File: config.mk
export PLATFORM = sky130hd
export DESIGN_NAME = accelerator_vector_write_gate
export DESIGN_NICKNAME = d
export VERILOG_FILES = /design/src/rtl/accelerator_vector_write_gate_pkg.sv /design/src/rtl/accelerator_scalar_logistic_function.sv /design/src/rtl/accelerator_vector_write_gate.sv
export SDC_FILE = /design/constraint.sdc
export NUM_CORES = 1
export LEC_CHECK = 0
export CAP_MARGIN = 20
export CORE_UTILIZATION = 40
export DETAILED_ROUTE_END_ITERATION = 7
export MAX_ROUTING_LAYER = met4
export PLACE_DENSITY = 0.64
export SLEW_MARGIN = 20
export SYNTH_ARGS = -nofsm -noshare
export SYNTH_HDL_FRONTEND = slang
export SYNTH_SLANG_ARGS = --single-unit
File: constraint.sdc
create_clock -name CLK -period 7.7 [get_ports CLK]
set_clock_uncertainty 0.2 [all_clocks]
set_input_delay 1.54 -clock CLK [delete_from_list [all_inputs] [get_ports CLK]]
set_output_delay 1.54 -clock CLK [all_outputs]
set_load 0.01 [all_outputs]
File: src/rtl/accelerator_vector_write_gate_pkg.sv
// rtl/accelerator_vector_write_gate_pkg.sv - shared state encoding and constants for the vector write gate
package accelerator_vector_write_gate_pkg;

   // Controller states of the vector sequencer
   typedef enum logic [1:0] {
      STARTER_STATE = 2'd0,
      INPUT_STATE   = 2'd1,
      ENDER_STATE   = 2'd2
   } state_t;

   localparam logic [63:0] ZERO_CONTROL = 64'd0;
   localparam logic [63:0] ONE_CONTROL  = 64'd1;
   localparam logic [63:0] ZERO_DATA    = 64'd0;

endpackage

File: src/rtl/accelerator_scalar_logistic_function.sv
// rtl/accelerator_scalar_logistic_function.sv - two-stage piecewise-linear scalar logistic unit
module accelerator_scalar_logistic_function
   import accelerator_vector_write_gate_pkg::*;
#(
   parameter int DATA_SIZE = 64
) (
   input  logic                 CLK,
   input  logic                 RST,
   input  logic                 START,
   input  logic [DATA_SIZE-1:0] DATA_IN,
   output logic                 READY,
   output logic [DATA_SIZE-1:0] DATA_OUT
);

   localparam int FRAC = DATA_SIZE / 2;

   // Fixed-point breakpoints and offsets of the four-segment approximation
   localparam logic [DATA_SIZE-1:0] K_ONE  = DATA_SIZE'(1) << FRAC;
   localparam logic [DATA_SIZE-1:0] K_HALF = DATA_SIZE'(1) << (FRAC - 1);
   localparam logic [DATA_SIZE-1:0] K_SAT  = DATA_SIZE'(5) << FRAC;
   localparam logic [DATA_SIZE-1:0] K_HI   = DATA_SIZE'(19) << (FRAC - 3);
   localparam logic [DATA_SIZE-1:0] C_HI   = DATA_SIZE'(27) << (FRAC - 5);
   localparam logic [DATA_SIZE-1:0] C_MID  = DATA_SIZE'(5) << (FRAC - 3);

   logic                 sign_q, sign_d;
   logic [DATA_SIZE-1:0] mag_q, mag_d;
   logic                 valid_q, valid_d;
   logic                 ready_q, ready_d;
   logic [DATA_SIZE-1:0] data_out_q, data_out_d;
   logic [DATA_SIZE-1:0] y_c;

   // Stage 1 folds the input to sign/magnitude; stage 2 evaluates the segment and mirrors negatives
   always_comb begin
      sign_d  = DATA_IN[DATA_SIZE-1];
      mag_d   = sign_d ? (~DATA_IN + DATA_SIZE'(1)) : DATA_IN;
      // The most negative input has no positive twin; it lies deep in saturation anyway
      if (mag_d[DATA_SIZE-1]) begin
         mag_d = K_SAT;
      end
      valid_d = START;

      y_c = K_HALF + (mag_q >> 2);
      if (mag_q >= K_SAT) begin
         y_c = K_ONE;
      end else if (mag_q >= K_HI) begin
         y_c = C_HI + (mag_q >> 5);
      end else if (mag_q >= K_ONE) begin
         y_c = C_MID + (mag_q >> 3);
      end

      ready_d    = valid_q;
      data_out_d = data_out_q;
      if (valid_q) begin
         data_out_d = sign_q ? (K_ONE - y_c) : y_c;
      end
   end

   // Pipeline registers with synchronous active-low reset
   always_ff @(posedge CLK) begin
      if (!RST) begin
         sign_q     <= 1'b0;
         mag_q      <= DATA_SIZE'(ZERO_DATA);
         valid_q    <= 1'b0;
         ready_q    <= 1'b0;
         data_out_q <= DATA_SIZE'(ZERO_DATA);
      end else begin
         sign_q     <= sign_d;
         mag_q      <= mag_d;
         valid_q    <= valid_d;
         ready_q    <= ready_d;
         data_out_q <= data_out_d;
      end
   end

   assign READY    = ready_q;
   assign DATA_OUT = data_out_q;

endmodule

File: src/rtl/accelerator_vector_write_gate.sv
// rtl/accelerator_vector_write_gate.sv - serial write gate over W heads sharing one logistic unit
module accelerator_vector_write_gate
   import accelerator_vector_write_gate_pkg::*;
#(
   parameter int DATA_SIZE    = 64,
   parameter int CONTROL_SIZE = 64
) (
   input  logic                    CLK,
   input  logic                    RST,
   input  logic                    START,
   output logic                    READY,
   input  logic [CONTROL_SIZE-1:0] SIZE_W_IN,
   input  logic                    GW_IN_ENABLE,
   output logic                    GW_ENABLE,
   input  logic [DATA_SIZE-1:0]    GW_IN,
   output logic                    GW_OUT_ENABLE,
   output logic [DATA_SIZE-1:0]    GW_OUT
);

   state_t                  state_q, state_d;
   logic [CONTROL_SIZE-1:0] index_q, index_d;
   logic [CONTROL_SIZE-1:0] size_q, size_d;
   logic [DATA_SIZE-1:0]    gw_in_q, gw_in_d;
   logic                    log_start_q, log_start_d;
   logic                    gw_enable_q, gw_enable_d;
   logic                    gw_out_enable_q, gw_out_enable_d;
   logic [DATA_SIZE-1:0]    gw_out_q, gw_out_d;
   logic                    ready_q, ready_d;

   logic                    log_ready;
   logic [DATA_SIZE-1:0]    log_data_out;

   accelerator_scalar_logistic_function #(
      .DATA_SIZE (DATA_SIZE)
   ) u_logistic (
      .CLK      (CLK),
      .RST      (RST),
      .START    (log_start_q),
      .DATA_IN  (gw_in_q),
      .READY    (log_ready),
      .DATA_OUT (log_data_out)
   );

   // Next-state: accept one element, run it through the logistic unit, emit, repeat W times
   always_comb begin
      state_d         = state_q;
      index_d         = index_q;
      size_d          = size_q;
      gw_in_d         = gw_in_q;
      log_start_d     = 1'b0;
      gw_enable_d     = gw_enable_q;
      gw_out_enable_d = 1'b0;
      gw_out_d        = gw_out_q;
      ready_d         = 1'b0;

      case (state_q)
         STARTER_STATE: begin
            if (START) begin
               if (SIZE_W_IN != CONTROL_SIZE'(ZERO_CONTROL)) begin
                  size_d      = SIZE_W_IN;
                  index_d     = CONTROL_SIZE'(ZERO_CONTROL);
                  gw_enable_d = 1'b1;
                  state_d     = INPUT_STATE;
               end else begin
                  ready_d = 1'b1;
               end
            end
         end
         INPUT_STATE: begin
            if (GW_IN_ENABLE) begin
               gw_in_d     = GW_IN;
               gw_enable_d = 1'b0;
               log_start_d = 1'b1;
               state_d     = ENDER_STATE;
            end
         end
         ENDER_STATE: begin
            if (log_ready) begin
               gw_out_d        = log_data_out;
               gw_out_enable_d = 1'b1;
               if (index_q == size_q - CONTROL_SIZE'(ONE_CONTROL)) begin
                  ready_d = 1'b1;
                  state_d = STARTER_STATE;
               end else begin
                  index_d     = index_q + CONTROL_SIZE'(ONE_CONTROL);
                  gw_enable_d = 1'b1;
                  state_d     = INPUT_STATE;
               end
            end
         end
         default: begin
            state_d     = STARTER_STATE;
            gw_enable_d = 1'b0;
         end
      endcase
   end

   // State, counter and registered outputs; reset abandons any vector in flight
   always_ff @(posedge CLK) begin
      if (!RST) begin
         state_q         <= STARTER_STATE;
         index_q         <= CONTROL_SIZE'(ZERO_CONTROL);
         size_q          <= CONTROL_SIZE'(ZERO_CONTROL);
         gw_in_q         <= DATA_SIZE'(ZERO_DATA);
         log_start_q     <= 1'b0;
         gw_enable_q     <= 1'b0;
         gw_out_enable_q <= 1'b0;
         gw_out_q        <= DATA_SIZE'(ZERO_DATA);
         ready_q         <= 1'b0;
      end else begin
         state_q         <= state_d;
         index_q         <= index_d;
         size_q          <= size_d;
         gw_in_q         <= gw_in_d;
         log_start_q     <= log_start_d;
         gw_enable_q     <= gw_enable_d;
         gw_out_enable_q <= gw_out_enable_d;
         gw_out_q        <= gw_out_d;
         ready_q         <= ready_d;
      end
   end

   assign READY         = ready_q;
   assign GW_ENABLE     = gw_enable_q;
   assign GW_OUT_ENABLE = gw_out_enable_q;
   assign GW_OUT        = gw_out_q;

endmodule

**After elaboration in Yosys (flattened, before gate mapping)**

Index checks and enable logic that the tools add are counted.

- Bits in latches: 0
- Memory bits (writable): 0
- Output and inout port bits: 67
- Memories: 0
- Flip-flop bits (word level): 393
- Memory bits (read-only): 0

- Divide/modulo/power cells: 0
- Muxes and demuxes: 30
- Shifts and indexed selects: 0
- Reductions and logical operators: 12
- Multipliers: 0
- Add/subtract/negate cells: 7
- Eq/ne operators: 8
- Order comparisons: 3
- Bitwise operators: 2

Operators with widths:

| kind | number |
|---|---|
| two-way mux 64 bit | 9 |
| adder 64 x 1 -> 64 bit, second input constant | 2 |
| one-hot mux 64 bit (2 select lines) | 1 |
| == test 64 bit | 1 |
| greater-or-equal comparator 64 x 33 -> 1 bit, second input constant | 1 |
| greater-or-equal comparator 64 x 34 -> 1 bit, second input constant | 1 |
| greater-or-equal comparator 64 x 35 -> 1 bit, second input constant | 1 |
| inverter 64 bit | 1 |
| nonzero test 64 bit | 1 |
| subtractor 33 x 64 -> 64 bit, first input constant | 1 |
| subtractor 64 x 1 -> 64 bit, second input constant | 1 |
| adder 32 x 62 -> 63 bit, first input constant | 1 |
| adder 32 x 61 -> 62 bit, first input constant | 1 |
| adder 32 x 59 -> 60 bit, first input constant | 1 |
| two-way mux 35 bit | 1 |
| two-way mux 1 bit | 12 |
| AND reduction 5 bit | 2 |
| two-way mux 2 bit | 4 |
| inequality test 2 bit, second input constant | 4 |
| AND reduction 2 bit | 4 |
| one-hot mux 2 bit (3 select lines) | 1 |
| AND reduction 4 bit | 1 |
| one-hot mux 1 bit (3 select lines) | 1 |
| AND reduction 3 bit | 1 |
| 8 further kinds | 8 |

**Longest topological paths before layout**

Gate-level depths: netlist of the first run.

- Word-level depth: 6
- Depth in mapped cells: 18
- Gate-level depth less buffers: 15

**Cells and area by module**

Synthesis of the first run repeated with hierarchy kept, for this count alone.

- Cell total of the unflattened synthesis: 2583
- Area total of the unflattened synthesis: 21026.4 um2

Modules (own cells, without submodules):

| module | sequential area each (um2) | area each (um2) | cells each | times used |
|---|---|---|---|---|
| accelerator_vector_write_gate | 5245.0 | 13445.4 | 1621 | 1 |
| accelerator_scalar_logistic_function | 2602.5 | 7581.0 | 962 | 1 |

**Worst setup path before layout of the first run**

No wires, ideal clock.

- Path type: flip-flop to flip-flop
- Start: register u_logistic.mag_q[32]
- End: register u_logistic.data_out_q[42] (netlist: u_logistic.DATA_OUT[42])
- Setup slack: 3.264 ns
- Cell stages (with the launch flop): 18
- Arrival: 4.107 ns
- Buffers on the path: 3
- Setup time: 0.129 ns
- Period minus slack after synthesis: 4.436 ns
- Cells stage by stage: dfxtp_1 ha_1 or4_1 a21o_1 nor3_1 clkbuf_1 clkbuf_1 nand3_1 o211ai_1 ha_1 inv_1 a211oi_1 nand4_1 nor2_1 nor2b_1 o211ai_1 clkbuf_1 nand2_1

- Longest elaborated chain between the ends: 6
- Elaborated cells on any way between the ends: 11
- Those cells by class: add/sub (4); order compare (3); mux (4)

Ends and longest elaborated chain:

| item | line | RTL |
|---|---|---|
| from (decl) | accelerator_scalar_logistic_function.sv:26 | `logic [DATA_SIZE-1:0] mag_q, mag_d;` |
| from (signal assigned) | accelerator_scalar_logistic_function.sv:62 | `mag_q <= DATA_SIZE'(ZERO_DATA);` |
| from (signal assigned) | accelerator_scalar_logistic_function.sv:68 | `mag_q <= mag_d;` |
| adder 32 x 62 -> 63 bit (tied with other cells) | accelerator_scalar_logistic_function.sv:42 | `y_c = K_HALF + (mag_q >> 2);` |
| two-way mux 64 bit | accelerator_scalar_logistic_function.sv:47 | `end else if (mag_q >= K_ONE) begin` |
| two-way mux 64 bit | accelerator_scalar_logistic_function.sv:45 | `end else if (mag_q >= K_HI) begin` |
| two-way mux 64 bit (*) | accelerator_scalar_logistic_function.sv:43 | `if (mag_q >= K_SAT) begin` |
| subtractor 33 x 64 -> 64 bit | accelerator_scalar_logistic_function.sv:54 | `data_out_d = sign_q ? (K_ONE - y_c) : y_c;` |
| two-way mux 64 bit (*) | accelerator_scalar_logistic_function.sv:54 |  |
| to (signal assigned) | accelerator_scalar_logistic_function.sv:65 | `data_out_q <= DATA_SIZE'(ZERO_DATA);` |
| to (signal assigned) | accelerator_scalar_logistic_function.sv:71 | `data_out_q <= data_out_d;` |
| to (decl) | accelerator_scalar_logistic_function.sv:29 | `logic [DATA_SIZE-1:0] data_out_q, data_out_d;` |

Mark *: on every way between the ends. The rest lies on a longest branch, timed or not.
A chain may end at the register's enable or synchronous reset.

**Worst setup path after layout of the first run**

- Start: register size_q[0]
- End: register index_q[47]

- Longest elaborated chain between the ends: 4

Ends and longest elaborated chain:

| item | line | RTL |
|---|---|---|
| from (decl) | accelerator_vector_write_gate.sv:22 | `logic [CONTROL_SIZE-1:0] size_q, size_d;` |
| from (signal assigned) | accelerator_vector_write_gate.sv:103 | `size_q <= CONTROL_SIZE'(ZERO_CONTROL);` |
| from (signal assigned) | accelerator_vector_write_gate.sv:113 | `size_q <= size_d;` |
| subtractor 64 x 1 -> 64 bit | accelerator_vector_write_gate.sv:81 | `if (index_q == size_q - CONTROL_SIZE'(ONE_CONTROL)) begin` |
| == test 64 bit | accelerator_vector_write_gate.sv:81 |  |
| inequality test 2 bit (no source line) | - |  |
| AND reduction 5 bit (no source line) | - |  |
| to (signal assigned) | accelerator_vector_write_gate.sv:102 | `index_q <= CONTROL_SIZE'(ZERO_CONTROL);` |
| to (signal assigned) | accelerator_vector_write_gate.sv:112 | `index_q <= index_d;` |
| to (decl) | accelerator_vector_write_gate.sv:21 | `logic [CONTROL_SIZE-1:0] index_q, index_d;` |

Every way passes these cells.

==> results of run 1 <==
[routing by layer]
layer | global-route usage [%] | vias to the layer above
met1 | 32.17 | 9080
met5 | - | -
li1 | - | 9528
met2 | 38.52 | 612
met4 | 8.413 | 0
met3 | 4.267 | 116
[power breakdown]
| part | total, µW | switching (µW) | internal (µW) |
|---|---|---|---|
| sequential | 2200 | 97.7 | 2100 |
| clock | 2160 | 858 | 1300 |
| combinational | 1290 | 826 | 465 |
| total | 5650 | 1780 | 3860 |
[metrics by stage]
step	hold WS, ns	cells	total power, µW	utilization (%)	instance area [µm²]
global route	0.2562	3444	5923	48.69	23980
detailed placement	0.2248	3365	3508	45.64	22480
finish	0.2327	3444	5645	48.69	23980
global placement	0.2135	3365	3489	45.64	22480
floorplan	0.2119	2636	3107	-	20080
CTS	0.2386	3443	5675	48.67	23970
[worst max path at each step]
| stage | cells after the start | slack, ns | from | endpoint |
|---|---|---|---|---|
| 3_3_place_gp | 11 | 2.35 | size_q[0] | index_q[9] |
| 6_report | 11 | 2.19 | size_q[0] | index_q[47] |
| 2_1_floorplan | 17 | 3.26 | u_logistic.mag_q[32] | u_logistic.DATA_OUT[42] |
| 3_5_place_dp | 9 | 2.33 | SIZE_W_IN[9] | index_q[11] |
| 5_1_grt | 11 | 1.89 | size_q[0] | index_q[16] |
| 4_1_cts | 11 | 2.31 | size_q[0] | index_q[9] |
[worst reg2reg max path, cell delays in order (launching register included)]
cell	delay, ns
dfxtp_1	0.40
nor4_4	0.62
nand4_1	0.57
or4_1	0.67
a21oi_1	0.20
nand4b_1	0.13
or4_1	0.55
or4_1	0.57
and4b_1	0.87
nor3_1	0.22
a211oi_1	0.33
a31o_1	0.14
[registers in the layout, summed over array words and instances, names as in the netlist]
signal and cells:
GW_ENABLE 1, GW_OUT 64, GW_OUT_ENABLE 1, READY 1
gw_in_q 64, index_q 64, log_start_q 1, size_q 64
state_q 2, u_logistic.DATA_OUT 64, u_logistic.READY 1, u_logistic.mag_q 63
u_logistic.ready_d 1, u_logistic.sign_q 1
[synthesized netlist by cell type, types with 7 or more instances]
cell type	instances	share of area, %
nand2_1	574	11
dfxtp_1	392	39
a21oi_1	267	6.7
nor2_1	226	4.2
clkbuf_1	125	2.3
xor2_1	107	4.7
o21ai_0	97	2.4
xnor2_1	82	3.6
nor4_1	71	2.2
nor3_1	67	1.7
nand3_1	60	1.5
nand4_1	51	1.6
or3_1	49	1.5
o31ai_1	39	1.5
or4_1	33	1.2
inv_1	29	0.54
a31oi_1	21	0.65
and3_1	21	0.65
a211oi_1	18	0.67
o211ai_1	17	0.64
mux2i_1	16	0.80
or2_2	15	0.47
buf_2	14	0.35
o41ai_1	14	0.61
nand2b_1	13	0.41
o22ai_1	13	0.41
and4_1	12	0.52
buf_1	12	0.22
ha_1	11	0.69
and2_1	10	0.31
mux2_2	8	0.45
nor3b_1	8	0.30
o21ai_1	8	0.20
a21o_1	7	0.26
[cell families (layout without fill, tap and decap cells)]
group                    after synthesis  count (layout)
XOR/XNOR                             189             189
flip-flops                           392             392
multiplexers                          24              24
buffers and inverters                189             332
other                                  0               1
AND/OR/NAND/NOR                     1261            1261
AO/OA/AOI/OAI                        570             570
adder cells (fa/ha/maj)               11              11
[layout make-up]
| type | count | area [µm²] | area share, % |
|---|---|---|---|
| repair buffers | 224 | 2177 | 9.078 |
| flip-flops and latches | 392 | 7850 | 32.73 |
| diodes | 1 | 2.502 | 0.01043 |
| multi-input cells | 2055 | 11510 | 47.99 |
| inverters | 30 | 117.6 | 0.4904 |
| well taps | 664 | 830.8 | 3.464 |
| clock buffers | 62 | 1247 | 5.201 |
| clock inverters | 16 | 247.7 | 1.033 |
==> run summary, run 1 <==
TritonRoute pass-1 iters = 7
unrepaired setup endpoints after global routing = no
final setup fails = 0
final worst path period share = 71.58%
crit end category = register
mapped cell area = 20080 µm²
row cnt = 81
CP max FO = 17
Adder-Cell Fraction of Synth Area = 0.6855%
Setup TNS = 0 ns
Synth Area in Simple Gates = 29.85%
crit-path cells = nor4_4 > nand4_1 > or4_1 > a21oi_1 > nand4b_1 > or4_1 > or4_1 > and4b_1 > nor3_1 > a211oi_1 > a31o_1
WL met2 = 27.97 mm
H-Tree Depth = 2
wire per inst = 18.00 µm
r2r setup slk = 2.19 ns
Max-Cap Viols = 0
Synth cell types = 88
share of cells above drive strength 1 = 5.865%
die area = 51090 µm²
Avg Vias per Cell = 5.614
IO buf count = 198
Post-Syn Nets = 2779
Lkg Pwr = 0.008434 µW
kind of critical path = reg2reg
DRC Markers = 0
Max-slew headroom = 28.49%
fmax = 181.4 MHz
Worst Hold End = u_logistic.ready_d
number of cells on the worst reg-to-reg path = 11
Num Clock Sinks = 392
CTS tree = built
routability cong. = 0.9593
number of DRC markers in iteration 0 = 1265
total congestion overflow = 0
Slew @ Worst Pin = 1.073 ns
first-pass GRT wire length = 97.85 mm
most frequent CP cell = or4_1
ys async rst share = 0%
initial antenna violation count = 1
met3 WL = 3.954 mm
post-synthesis compound-gate area fraction = 17.00%
Primary FF master, synth = dfxtp_1
Crit path max-delay family = simple AND/OR/NAND/NOR gates
CP max stage cell = and4b_1
Final Critical Period = 5.512 ns
top layer in use = met4
Req. time, crit path = 8.02 ns
WHS Path Cells = 1
Initial Util = 40.76%
CTS Buf Count = 43
main combinational cell family by area after synthesis = simple AND/OR/NAND/NOR gates
number of global-route vias before repair = 17970
die height = 226.0 µm
Mapped Cells = 2636
Worst Hold Class = reg2reg
post-place setup slack = 2.331 ns
final net count = 2889
pwr dens = 235.4 nW/µm²
run status = finished, final reports clean
Clock Root Buffer = clkbuf_16
ANT nets after route = 0
Post-synth EDFFs = 0
Clock Path Buffers = 3
FF-to-FF Start = size_q[0]
# fillers = 4856
Worst VDD drop = 0.1883 mV
CTS-repair resized insts = 0
area grow syn2layout = 19.46%
synthesized area per cell = 7.616 µm²
GRT Resource Usage Total = 24.70%
most frequent cells in the layout = nand2_1 (573), dfxtp_1 (390), a21oi_1 (267), nor2_1 (223), clkdlybuf4s50_1 (198)
Core Area = 49250 µm²
vias = 19340
hold_sp = log_start_q
Synth warnings = 0
Worst setup SP type = register
Worst-path clk slew = 0.06 ns
Detailed Route WL = 62.01 mm
Synth Register Bits = 392
Slew Limit Fails = 0
M1 WL = 28.23 mm
post-synthesis xor/xnor area fraction = 8.245%
worst path bufs/invs = 0
final hold violations = 0
mux cell area share after synthesis = 1.246%
CP max stage delay = 0.87 ns
# IOs = 199
die width = 226.0 µm
post-synthesis sequential area ratio = 39.09%
final worst slack = 2.188 ns
CP Data Arrival Time = 5.84 ns
Post-DP HPWL = 45.52 mm
largest net degree at the start of global routing = 120
Post-CTS Setup Bufs = 0
worst reg2reg endpoint = index_q[47]
hold_buf cts = 0
most common cell after layout, fill and taps aside = nand2_1
clock latency on the worst-skew pair = 0.59 ns
Note: power is estimated with default switching activity, not from simulation.
==> inputs of run 2 (changes only) <==
--- a/config.mk
+++ b/config.mk
@@ -9,7 +9,7 @@
 export CORE_UTILIZATION = 40
 export DETAILED_ROUTE_END_ITERATION = 7
 export MAX_ROUTING_LAYER = met4
-export PLACE_DENSITY = 0.64
+export PLACE_DENSITY = 0.67
 export SLEW_MARGIN = 20
 export SYNTH_ARGS = -nofsm -noshare
 export SYNTH_HDL_FRONTEND = slang
==> constraint.sdc (replaced) <==
create_clock -name CLK -period 4.9 [get_ports CLK]
set_clock_uncertainty 0.2 [all_clocks]
set_input_delay 0.98 -clock CLK [delete_from_list [all_inputs] [get_ports CLK]]
set_output_delay 0.98 -clock CLK [all_outputs]
set_load 0.01 [all_outputs]
==> run summary, run 2 (same netlist as run 1, synthesis figures left out) <==
number of global-route vias before repair = 18420 (+2.5%)
Clock Path Buffers = 3 (unchanged)
crit end category = register
most frequent cells in the layout = nand2_1 (573), dfxtp_1 (390), a21oi_1 (267), nor2_1 (223), clkdlybuf4s50_1 (198)
unrepaired setup endpoints after global routing = no
final setup fails = 0 (unchanged)
die height = 226.0 µm (unchanged)
clock latency on the worst-skew pair = 0.57 ns (-0.02 ns)
Lkg Pwr = 0.008746 µW (+3.7%)
Post-DP HPWL = 48.15 mm (+5.8%)
Req. time, crit path = 5.20 ns (-2.82 ns)
total congestion overflow = 0 (unchanged)
Worst-path clk slew = 0.06 ns (about the same)
first-pass GRT wire length = 101.1 mm (+3.3%)
final hold violations = 0 (unchanged)
Worst setup SP type = register
Final Cell Area = 24470 µm² (+2.0%)
wire per inst = 18.40 µm (+2.2%)
Avg Vias per Cell = 5.596 (-0.32%)
final worst path period share = 96.47% (+25 points)
Worst Hold Class = reg2reg
kind of critical path = reg2reg
die area = 51090 µm² (unchanged)
Core Area = 49250 µm² (unchanged)
DRC Markers = 0 (unchanged)
Max-Cap Viols = 0 (unchanged)
Worst VDD drop = 0.2138 mV (+14%)
Slew @ Worst Pin = 1.024 ns (-0.04830 ns)
final net count = 2939 (+1.7%)
most common cell after layout, fill and taps aside = nand2_1
vias = 19560 (+1.2%)
Initial Util = 40.76% (unchanged)
Max-slew headroom = 31.71% (+3.2 points)
Post-CTS Setup Bufs = 0 (unchanged)
run status = finished, final reports clean
largest net degree at the start of global routing = 96 (-20%)
IO buf count = 198 (unchanged)
pwr dens = 372.9 nW/µm² (+58%)
TritonRoute pass-1 iters = 6 (-1)
Slew Limit Fails = 0 (unchanged)
H-Tree Depth = 2 (unchanged)
row cnt = 81 (unchanged)
Setup TNS = 0 ns (unchanged)
post-place instance area = 22900 µm² (+1.9%)
die width = 226.0 µm (unchanged)
routability cong. = 1.004 (+4.7%)
area grow syn2layout = 21.89%
Final Critical Period = 4.727 ns (-0.7847 ns)
number of DRC markers in iteration 0 = 1429 (+13%)
share of cells above drive strength 1 = 7.562% (+1.7 points)
Detailed Route WL = 64.32 mm (+3.7%)
Num Clock Sinks = 392 (unchanged)
# fillers = 4818 (-0.78%)
CP Data Arrival Time = 5.03 ns (-0.81 ns)
Clock Root Buffer = clkbuf_16
GRT Resource Usage Total = 25.63% (+0.93 points)
CP max FO = 13 (-4)
CTS tree = built
r2r setup slk = 0.17 ns (-2.02 ns)
CTS Buf Count = 44 (+2.3%)
fmax = 211.5 MHz (+17%)
# IOs = 199 (unchanged)
initial antenna violation count = 1 (unchanged)
ANT nets after route = 0 (unchanged)
run 2: cell count changes in the layout (fill, tap and decap cells not counted), sizes merged:
| cell | previous run | this run |
|---|---|---|
| clkbuf | 62 | 63 |
| clkinv | 8 | 6 |
| clkinvlp | 2 | 1 |
| bufinv | 5 | 7 |
| inv | 31 | 33 |
| buf | 26 | 75 |
run 2: path summary, 6_finish.rpt:
| check | start | end | cells past startpoint |
|---|---|---|---|
| worst max-delay path | size_q[49] | index_q[26] | 12 |
| worst min-delay path | u_logistic.DATA_OUT[56] | u_logistic.DATA_OUT[56] | 2 |
| worst max register to register | size_q[49] | index_q[26] | 12 |
| worst min register to register | u_logistic.DATA_OUT[56] | u_logistic.DATA_OUT[56] | 2 |
run 2: timing repair:
item	in CTS	in global routing
setup endpoints to repair	0	7
resized for setup	0	2
hold buffers	0	0
run 2: layer usage:
| metal | track usage, % | vias to the layer above | routed length (µm) |
|---|---|---|---|
| li1 | - | 9610 | - |
| met1 | 33.41 | 9296 | 29310 |
| met2 | 41.02 | 547 | 29670 |
| met3 | 3.721 | 106 | 3693 |
| met4 | 7.563 | 0 | 1641 |
| met5 | - | - | 0 |
run 2: metrics by stage:
step / hold slack [ns] / utilization (%) / power, µW / setup slack (ns) / cells
floorplan: 0.2119 / - / 4882 / 0.4640 / 2636
global placement: 0.2288 / 46.49 / 5601 / 0.1846 / 3414
detailed placement: 0.2350 / 46.49 / 5629 / 0.09502 / 3414
CTS: 0.2446 / 49.65 / 9178 / 0.05229 / 3494
global route: 0.2580 / 49.68 / 9563 / 0.002187 / 3495
finish: 0.2432 / 49.68 / 9125 / 0.1728 / 3495
run 2: final cells by class:
type                            instances  area, µm²  area share, %
Tap cell                              664      830.8          3.395
Multi-Input combinational cell       2055      11520          47.07
Antenna cell                            1      2.502        0.01023
Clock buffer                           63       1284          5.246
Inverter                               30      117.6         0.4806
Timing Repair Buffer                  273       2595          10.60
Clock inverter                         17      274.0          1.120
Sequential cell                       392       7850          32.08
run 2: power by group:
group          internal [µW]  switching [µW]  total [µW]
combinational            812            1330        2140
clock                   2190            1340        3530
sequential              3300             152        3450
total                   6300            2820        9130
run 2: worst max-delay path: stages (launching register included):
cell and delay (ns):
dfxtp_1 0.37, or4_4 0.53, or4_4 0.52, or4_1 0.55, or4b_1 0.59, a22oi_1 0.22
nand4_1 0.17, nor4_2 0.43, and4b_1 0.30, buf_4 0.25, nor3_1 0.17, a21o_1 0.21
a21oi_1 0.14
